`src/rtl/mips_pkg.sv`:
```
// Shared constants and types for the MIPS ID-stage register file slice.
package mips_pkg;
  localparam int DATA_W = 32;
  localparam int ADDR_W = 5;
  localparam logic [ADDR_W-1:0] REG_ZERO = '0;
  typedef logic [ADDR_W-1:0] reg_idx_t;
endpackage

```
`src/rtl/id_regfile_gpr_file.sv`:
```
// 2-read / 1-write GPR array with r0 hardwired to zero and write-first bypass.
module gpr_file #(
  parameter int DATA_W = mips_pkg::DATA_W,
  parameter int ADDR_W = mips_pkg::ADDR_W
) (
  input  logic              clk,
  input  logic              rst,
  input  logic              i_we,
  input  logic [ADDR_W-1:0] i_waddr,
  input  logic [DATA_W-1:0] i_wdata,
  input  logic [ADDR_W-1:0] i_raddr_a,
  input  logic [ADDR_W-1:0] i_raddr_b,
  output logic [DATA_W-1:0] o_rdata_a,
  output logic [DATA_W-1:0] o_rdata_b
);
  import mips_pkg::*;

  logic [DATA_W-1:0] r_regs [2**ADDR_W];
  logic              w_wr_ok;

  assign w_wr_ok = i_we && (i_waddr != ADDR_W'(REG_ZERO));

  // Reset clears every entry and suppresses any WB write in that cycle.
  always_ff @(posedge clk) begin
    if (rst) begin
      for (int i = 0; i < 2**ADDR_W; i++) r_regs[i] <= '0;
    end else if (w_wr_ok) begin
      r_regs[i_waddr] <= i_wdata;
    end
  end

  always_comb begin
    o_rdata_a = '0;
    o_rdata_b = '0;
    if (i_raddr_a != ADDR_W'(REG_ZERO))
      o_rdata_a = (w_wr_ok && i_waddr == i_raddr_a) ? i_wdata : r_regs[i_raddr_a];
    if (i_raddr_b != ADDR_W'(REG_ZERO))
      o_rdata_b = (w_wr_ok && i_waddr == i_raddr_b) ? i_wdata : r_regs[i_raddr_b];
  end
endmodule

```
`src/rtl/id_regfile_stage.sv`:
```
// ID-stage operand read, load-use hazard detection and ID/EX pipeline register.
// Optional ID_STALL_COUNT_EN adds a saturating stall_count output.
module id_regfile_stage #(
  parameter int DATA_W = mips_pkg::DATA_W,
  parameter int ADDR_W = mips_pkg::ADDR_W
) (
  input  logic              clk,
  input  logic              rst,
  input  logic              id_valid,
  input  logic [ADDR_W-1:0] id_rs,
  input  logic [ADDR_W-1:0] id_rt,
  input  logic              id_uses_rt,
  input  logic [ADDR_W-1:0] id_dest,
  input  logic              id_mem_read,
  input  logic              wb_we,
  input  logic [ADDR_W-1:0] wb_addr,
  input  logic [DATA_W-1:0] wb_data,
  input  logic              flush,
  input  logic              ex_hold,
  output logic              stall,
  output logic              ex_valid,
  output logic [DATA_W-1:0] ex_rs_data,
  output logic [DATA_W-1:0] ex_rt_data,
  output logic [ADDR_W-1:0] ex_rs_addr,
  output logic [ADDR_W-1:0] ex_rt_addr,
  output logic [ADDR_W-1:0] ex_dest,
  output logic              ex_mem_read
`ifdef ID_STALL_COUNT_EN
  ,output logic [31:0]      stall_count
`endif
);
  import mips_pkg::*;

  logic [DATA_W-1:0] w_rs_val, w_rt_val;
  logic              w_lu, w_wb_live;
  logic              r_ex_valid, r_ex_mem_read;
  logic [DATA_W-1:0] r_ex_rs_data, r_ex_rt_data;
  logic [ADDR_W-1:0] r_ex_rs_addr, r_ex_rt_addr, r_ex_dest;

  gpr_file #(.DATA_W(DATA_W), .ADDR_W(ADDR_W)) u_gpr (
    .clk       (clk),
    .rst       (rst),
    .i_we      (wb_we),
    .i_waddr   (wb_addr),
    .i_wdata   (wb_data),
    .i_raddr_a (id_rs),
    .i_raddr_b (id_rt),
    .o_rdata_a (w_rs_val),
    .o_rdata_b (w_rt_val)
  );

  assign w_wb_live = wb_we && (wb_addr != ADDR_W'(REG_ZERO));

  // Handshake: stall=1 means ID must hold its instruction (PC and IF/ID frozen);
  // ID/EX accepts the ID slot only on a cycle with no flush, no ex_hold and no load-use.
  assign w_lu = id_valid && r_ex_valid && r_ex_mem_read && (r_ex_dest != ADDR_W'(REG_ZERO)) &&
                ((r_ex_dest == id_rs) || (id_uses_rt && (r_ex_dest == id_rt)));
  assign stall = !rst && (w_lu || ex_hold);

  always_ff @(posedge clk) begin
    if (rst) begin
      r_ex_valid    <= 1'b0;
      r_ex_mem_read <= 1'b0;
      r_ex_rs_data  <= '0;
      r_ex_rt_data  <= '0;
      r_ex_rs_addr  <= '0;
      r_ex_rt_addr  <= '0;
      r_ex_dest     <= '0;
    end else if (flush || (w_lu && !ex_hold)) begin
      r_ex_valid    <= 1'b0;
      r_ex_mem_read <= 1'b0;
      r_ex_dest     <= '0;
    end else if (ex_hold) begin
      // Held operands track WB so EX never consumes a stale value.
      if (w_wb_live && wb_addr == r_ex_rs_addr) r_ex_rs_data <= wb_data;
      if (w_wb_live && wb_addr == r_ex_rt_addr) r_ex_rt_data <= wb_data;
    end else begin
      r_ex_valid    <= id_valid;
      r_ex_rs_data  <= w_rs_val;
      r_ex_rt_data  <= w_rt_val;
      r_ex_rs_addr  <= id_rs;
      r_ex_rt_addr  <= id_rt;
      r_ex_dest     <= id_valid ? id_dest : '0;
      r_ex_mem_read <= id_valid && id_mem_read;
    end
  end

  assign ex_valid    = r_ex_valid;
  assign ex_rs_data  = r_ex_rs_data;
  assign ex_rt_data  = r_ex_rt_data;
  assign ex_rs_addr  = r_ex_rs_addr;
  assign ex_rt_addr  = r_ex_rt_addr;
  assign ex_dest     = r_ex_dest;
  assign ex_mem_read = r_ex_mem_read;

`ifdef ID_STALL_COUNT_EN
  logic [31:0] r_stall_count;

  always_ff @(posedge clk) begin
    if (rst) r_stall_count <= '0;
    else if (w_lu && !flush && !ex_hold && r_stall_count != 32'hFFFF_FFFF)
      r_stall_count <= r_stall_count + 32'd1;
  end

  assign stall_count = r_stall_count;
`endif
endmodule

```
`config.mk`:
```
export PLATFORM = sky130hd
export DESIGN_NAME = id_regfile_stage
export DESIGN_NICKNAME = d
export VERILOG_FILES = /design/src/rtl/mips_pkg.sv /design/src/rtl/id_regfile_gpr_file.sv /design/src/rtl/id_regfile_stage.sv
export SDC_FILE = /design/constraint.sdc
export NUM_CORES = 2
export LEC_CHECK = 0
export CELL_PAD_IN_SITES_DETAIL_PLACEMENT = 0
export CELL_PAD_IN_SITES_GLOBAL_PLACEMENT = 2
export CORE_ASPECT_RATIO = 1.75
export CORE_MARGIN = 2
export CORE_UTILIZATION = 25
export CTS_BUF_LIST = sky130_fd_sc_hd__clkbuf_2
export CTS_CLUSTER_DIAMETER = 80
export DETAILED_ROUTE_END_ITERATION = 8
export GPL_TIMING_DRIVEN = 0
export PLACE_DENSITY_LB_ADDON = 0.1
export SETUP_SLACK_MARGIN = 0.05
export SYNTH_ARGS = -nofsm -noshare
export SYNTH_HDL_FRONTEND = slang
export SYNTH_SLANG_ARGS = --single-unit
```
`constraint.sdc`:
```
create_clock -name clk -period 2.7 [get_ports clk]
set_input_delay 0.27 -clock clk [delete_from_list [all_inputs] [get_ports clk]]
set_output_delay 0.27 -clock clk [all_outputs]
set_load 0.03 [all_outputs]
```
## Word level (Yosys, flattened, before mapping)

Memories as Yosys holds them, arrays and structs flattened.
Cells that the tools add are included.
W data, S select, Z words.

| cells by class | value |
|---|---|
| mux-type cells | 17 |
| bitwise operators | 2 |
| reductions and logical operators | 27 |
| eq/ne operators | 8 |

Operator list:

| cell | count |
|---|---|
| $mux W32 | 9 |
| $reduce_or A32 Y1 | 1 |
| $eq A5 B5 Y1 | 6 |
| $reduce_bool A5 Y1 | 4 |
| $logic_and A1 B1 Y1 | 13 |
| $mux W5 | 2 |
| $mux W1 | 6 |
| $reduce_and A2 Y1 | 3 |
| $ne A2 B1 Y1 const B | 2 |
| $logic_or A1 B1 Y1 | 3 |
| $logic_not A1 Y1 | 2 |
| $not A1 Y1 | 2 |
| $reduce_or A2 Y1 | 1 |

| storage, ports and cells | value |
|---|---|
| register bits | 81 |
| memory bits (writable) | 1024 |
| word-level logic and storage cells | 62 |
| bits of input ports | 60 |
| memories kept | 1 |
| output and inout bits | 82 |

Memories:

| name | depth | bits a word | rd ports | clocked after Yosys merged registers in | write ports | line | source |
|---|---|---|---|---|---|---|---|
| u_gpr.r_regs | 32 | 32 | 2 | 0 | 32 | id_regfile_gpr_file.sv:18 | `logic [DATA_W-1:0] r_regs [2**ADDR_W];` |

## Logic depth before layout (Yosys ltp)

| logic depth | value |
|---|---|
| word-level depth | 8 |
| gate-level depth with buffers | 11 |
| depth with buffers taken out | 6 |

## Hierarchy

Synthesis repeated with hierarchy kept, for this count alone.

| unflattened totals | value |
|---|---|
| cell total of the unflattened synthesis | 4406 |
| area, all modules | 60066.4 um2 |

By module, submodules not included:

| module | cells an instance | times used | area an instance (um2) |
|---|---|---|---|
| gpr_file | 3918 | 1 | 55723.4 |
| id_regfile_stage | 488 | 1 | 4342.9 |

## Least setup slack after synthesis

No wires, ideal clock.

| path | value |
|---|---|
| path kind | input to register |
| start point | input port wb_addr[3] |
| end point | memory u_gpr.r_regs[8][0], enable pin |
| library setup time | 0.375 ns |
| arrival | 1.947 ns |
| slack | 0.379 ns |
| stages | 7 |
| required time | 2.325 ns |
| path buffers | 3 |
| cell sequence | buf_4 > or3_1 > buf_2 > nand4bb_1 > buf_2 > nor2_1 > or2_2 |

RTL lines:

| item | line | source |
|---|---|---|
| start, declared | id_regfile_stage.sv:16 | `input logic [ADDR_W-1:0] wb_addr,` |
| end, declared | id_regfile_gpr_file.sv:18 |  |

## Worst setup path in the final report

| path | value |
|---|---|
| start point | register r_ex_dest[4], in the netlist ex_dest[4] |
| end point | output port stall |

| on the way | value |
|---|---|
| word-level cells in the longest chain between the ends | 6 |
| elaborated cells between the ends (all ways) | 9 |
| classes of those cells | 2 x eq/ne; 7 x reduce/logical |

RTL lines:

| item | line | source |
|---|---|---|
| start, declared | id_regfile_stage.sv:38 | `logic [ADDR_W-1:0] r_ex_rs_addr, r_ex_rt_addr, r_ex_dest;` |
| start signal, assigned | id_regfile_stage.sv:83 | `r_ex_dest <= id_valid ? id_dest : '0;` |
| $eq A5 B5 Y1 | id_regfile_stage.sv:57 | `((r_ex_dest == id_rs) \|\| (id_uses_rt && (r_ex_dest == id_rt)));` |
| $logic_and A1 B1 Y1 | id_regfile_stage.sv:57 |  |
| $logic_or A1 B1 Y1 | id_regfile_stage.sv:57 |  |
| $logic_and A1 B1 Y1 * | id_regfile_stage.sv:56 | `assign w_lu = id_valid && r_ex_valid && r_ex_mem_read && (r_ex_dest != ADDR_W'(REG_ZERO)) &&` |
| $logic_or A1 B1 Y1 * | id_regfile_stage.sv:58 | `assign stall = !rst && (w_lu \|\| ex_hold);` |
| $logic_and A1 B1 Y1 * | id_regfile_stage.sv:58 |  |
| end, declared | id_regfile_stage.sv:20 | `output logic stall,` |

Every way passes the cells marked *; elsewhere a longest branch is shown, timed or not.

==> results.txt <==
Status = finished, violations left
Failing checks = negative setup slack
Die ar. = 0.238 mm2
Largest area contributor in the netlist = edfxtp_1
Fin. max-slew vios = 0
LEAKAGE = 23.7 nW
CP endpoint kind = output port
Core footprint = 0.232 mm2
Worst path slowest cell = dfxtp_4
# Max-Cap Violations = 0
Cell Area, Synth = 0.0585 mm2
CTS tree = built
Post-DP HPWL = 244000 um
Slew headroom = 7.25%
Setup ws final = -1.08 ns
Placed cell area = 0.0643 mm2
Clk slew on worst S/H paths = 0.11 ns
DR vias/cell = 5.23
CTS buffer count = 296
Critical Path AT = 3.51 ns
CP cell instances = xor2_1 -> nor4_1 -> nand3_1 -> buf_6 -> a21o_4 -> clkbuf_16 -> a21oi_4 -> buf_6
Largest net degree at the start of global routing = 33
Register area share after synthesis = 55.4%
Clk_skew = 0.130 ns
F_max = 265 MHz
Yosys Warn Count = 0
Final setup violation count = 217
Drt first-iter violations = 3554
Crit Path Class = flip-flop to output port
Ys flop type = edfxtp_1
Least-Margin Pin Slew = 1.39 ns
Post-DRT Antenna Nets = 0
CP Max Fanout = 3
GP Congestion = 0.945
Synth area leaders = edfxtp_1, mux4_2, and2_1
DRC = 0
Post-synth EDFFs = 1024
Final Hold Viols = 0
Drt pass-1 iters = 5
# rows = 234
Syn Inst Count = 4187
RSZ-0062 raised after global routing = true
Peak supply drop = 0.000315 V
NumNets Final = 4850
Area grow syn2layout = 17.5%
Critical Path RT = 2.43 ns
Post-Layout Inst Area = 0.0687 mm2
Starting density of the core = 25.2%
Clk root buf = clkbuf_2
Fin cells = 8083
P per Cell Area = 570 mW/mm2
WL final = 321000 um
Asr flop ratio synth = 0%
Tmin final = 3.78 ns
CP max stage delay = 0.35 ns
Setup crit start kind = flip-flop
Avg Inst Size Synth = 14.0 um2
Max Buffers Root-to-Sink = 4
Total I/O pin count = 142
Share of layout cells above drive strength 1 = 27.1%
Cell mode on critical path = buf_6
Flops & latches, synth = 1105
Worst-Skew Late Latency = 1.66 ns
Overall Global Routing Usage = 26.4%
HP Class = input port to flip-flop
Setup TNS = -54.05 ns
Placed Cells = 7446
Global-route wire length before repair = 415000 um
# port buffers = 132
H-tree Lvls = 5
Vias in the first global route = 44000
Via Count = 42200
Post-synth top area share = 52.6%
Final period util = 140%
Synth cell types = 64
Die width = 370 um
GRT overflow = 0
Post-detailed-route wirelength per cell = 39.7 um
Clk sinks = 1105
Die Ht = 644 um
Initial antenna violation count = 28
## synth_stat cells, types with 74 or more instances
library cell,count
edfxtp_1,1024
and2_1,845
mux4_2,390
clkbuf_1,316
mux2i_1,247
a22oi_1,236
nor3_1,158
nand3_1,105
nand2_1,86
buf_2,84
dfxtp_1,81
nand4b_1,74
## state kept, by name, summed over array words and instances, names as in the netlist
signal and flops:
ex_dest 5, ex_mem_read 1, ex_rs_addr 5, ex_rs_data 32
ex_rt_addr 5, ex_rt_data 32, ex_valid 1, u_gpr.r_regs 1024
## routing by layer
metal / vias up / track usage, % / part of all wire (%)
li1: 17600 / - / -
met1: 22200 / 30.2 / 37
met2: 1841 / 47.9 / 52
met3: 555 / 3.86 / 5.0
met4: 2 / 12.5 / 5.4
met5: - / 0 / 0.0041
## through the flow
step	power (W)	util, %	hold WS [ns]	worst slack (ns)
2_1_floorplan	0.0236	-	0.414	0.379
3_3_place_gp	0.0268	27.4	0.546	-3.12
3_5_place_dp	0.0269	27.7	0.549	-2.45
4_1_cts	0.0395	29.4	0.00278	-1.28
5_1_grt	0.0404	29.5	0.0298	-1.24
6_report	0.0392	29.6	0.114	-1.08
## power by group
group / switching [W] / internal (W) / leakage, nW / total, W
registers: 0.000720 / 0.0196 / 10.5 / 0.0204
logic: 0.00420 / 0.00222 / 11.3 / 0.00642
clock network: 0.00806 / 0.00434 / 1.95 / 0.0124
## worst paths after layout
check | depth (start not counted) | start | slack, ns | endpoint
setup / recovery | 8 | ex_dest[4] | -1.08 | stall
hold / removal | 7 | id_rt[1] | 0.11 | ex_rt_data[1]
hold reg to reg | 2 | ex_rt_addr[3] | 0.54 | ex_rt_addr[3]
setup reg to reg | 6 | u_gpr.r_regs[23][17] | -0.06 | ex_rt_data[17]
## cell usage in the layout, fill, tap and decap left out, types with 12 or more instances in the layout
cell / count
conb_1: 32
clkbuf_1: 249
xnor2_1: 12
mux4_2: 390
clkinv_1: 49
nand2_1: 86
nor2_2: 24
nor3_1: 157
diode_2: 26
nand3_1: 103
edfxtp_1: 1024
a22oi_1: 236
dfxtp_4: 67
buf_4: 60
nor2_1: 22
o211ai_1: 65
a211oi_1: 27
dlygate4sd3_1: 95
mux2i_1: 247
o221ai_1: 31
xor2_1: 18
or2_2: 12
dfxtp_2: 12
o21ai_0: 15
and2_1: 844
a21o_1: 26
a22o_1: 28
nand4b_1: 74
buf_8: 17
clkbuf_2: 481
a221oi_2: 20
buf_1: 17
buf_2: 83
buf_6: 84
clkdlybuf4s50_1: 50
nor2b_1: 41
o311ai_0: 20
or2_4: 21
## layout make-up
cell class / count / area, um2
Multi-Input combinational cell: 2643 / 24500
Clock inverter: 74 / 348
Timing Repair Buffer: 274 / 2960
Tap cell: 3068 / 3840
Clock buffer: 423 / 2120
Buffer: 462 / 2210
Inverter: 8 / 30.0
Fill cell: 24000 / 164000
Antenna cell: 26 / 65.1
Sequential cell: 1105 / 32600
## critical path, delay by kind of cell (launching register included)
kind	cells	cell delay (ns)
flip-flops	1	0.35
XOR/XNOR	1	0.16
AND/OR/NAND/NOR	2	0.45
buffers and inverters	3	0.49
AO/OA/AOI/OAI	2	0.45
## timing repair
action | CTS | global route
hold buffers | 97 | 0
setup buffers | 15 | 2
gates resized for setup | 766 | 120
endpoints found under the setup margin | 483 | 922
endpoints found under the hold margin | 928 | 0
pin swaps | 6 | 2
cloned | 0 | 2
## cell families after synthesis
| family | Yosys count | synth area share (%) |
|---|---|---|
| other | 1 | 0.00641 |
| AO/OA/AOI/OAI | 505 | 6.73 |
| flip-flops | 1105 | 55.4 |
| multiplexers | 638 | 19.3 |
| buffers and inverters | 472 | 3.56 |
| AND/OR/NAND/NOR | 1436 | 14.6 |
| XOR/XNOR | 30 | 0.449 |
No activity file was read; power rests on OpenSTA's default activity.
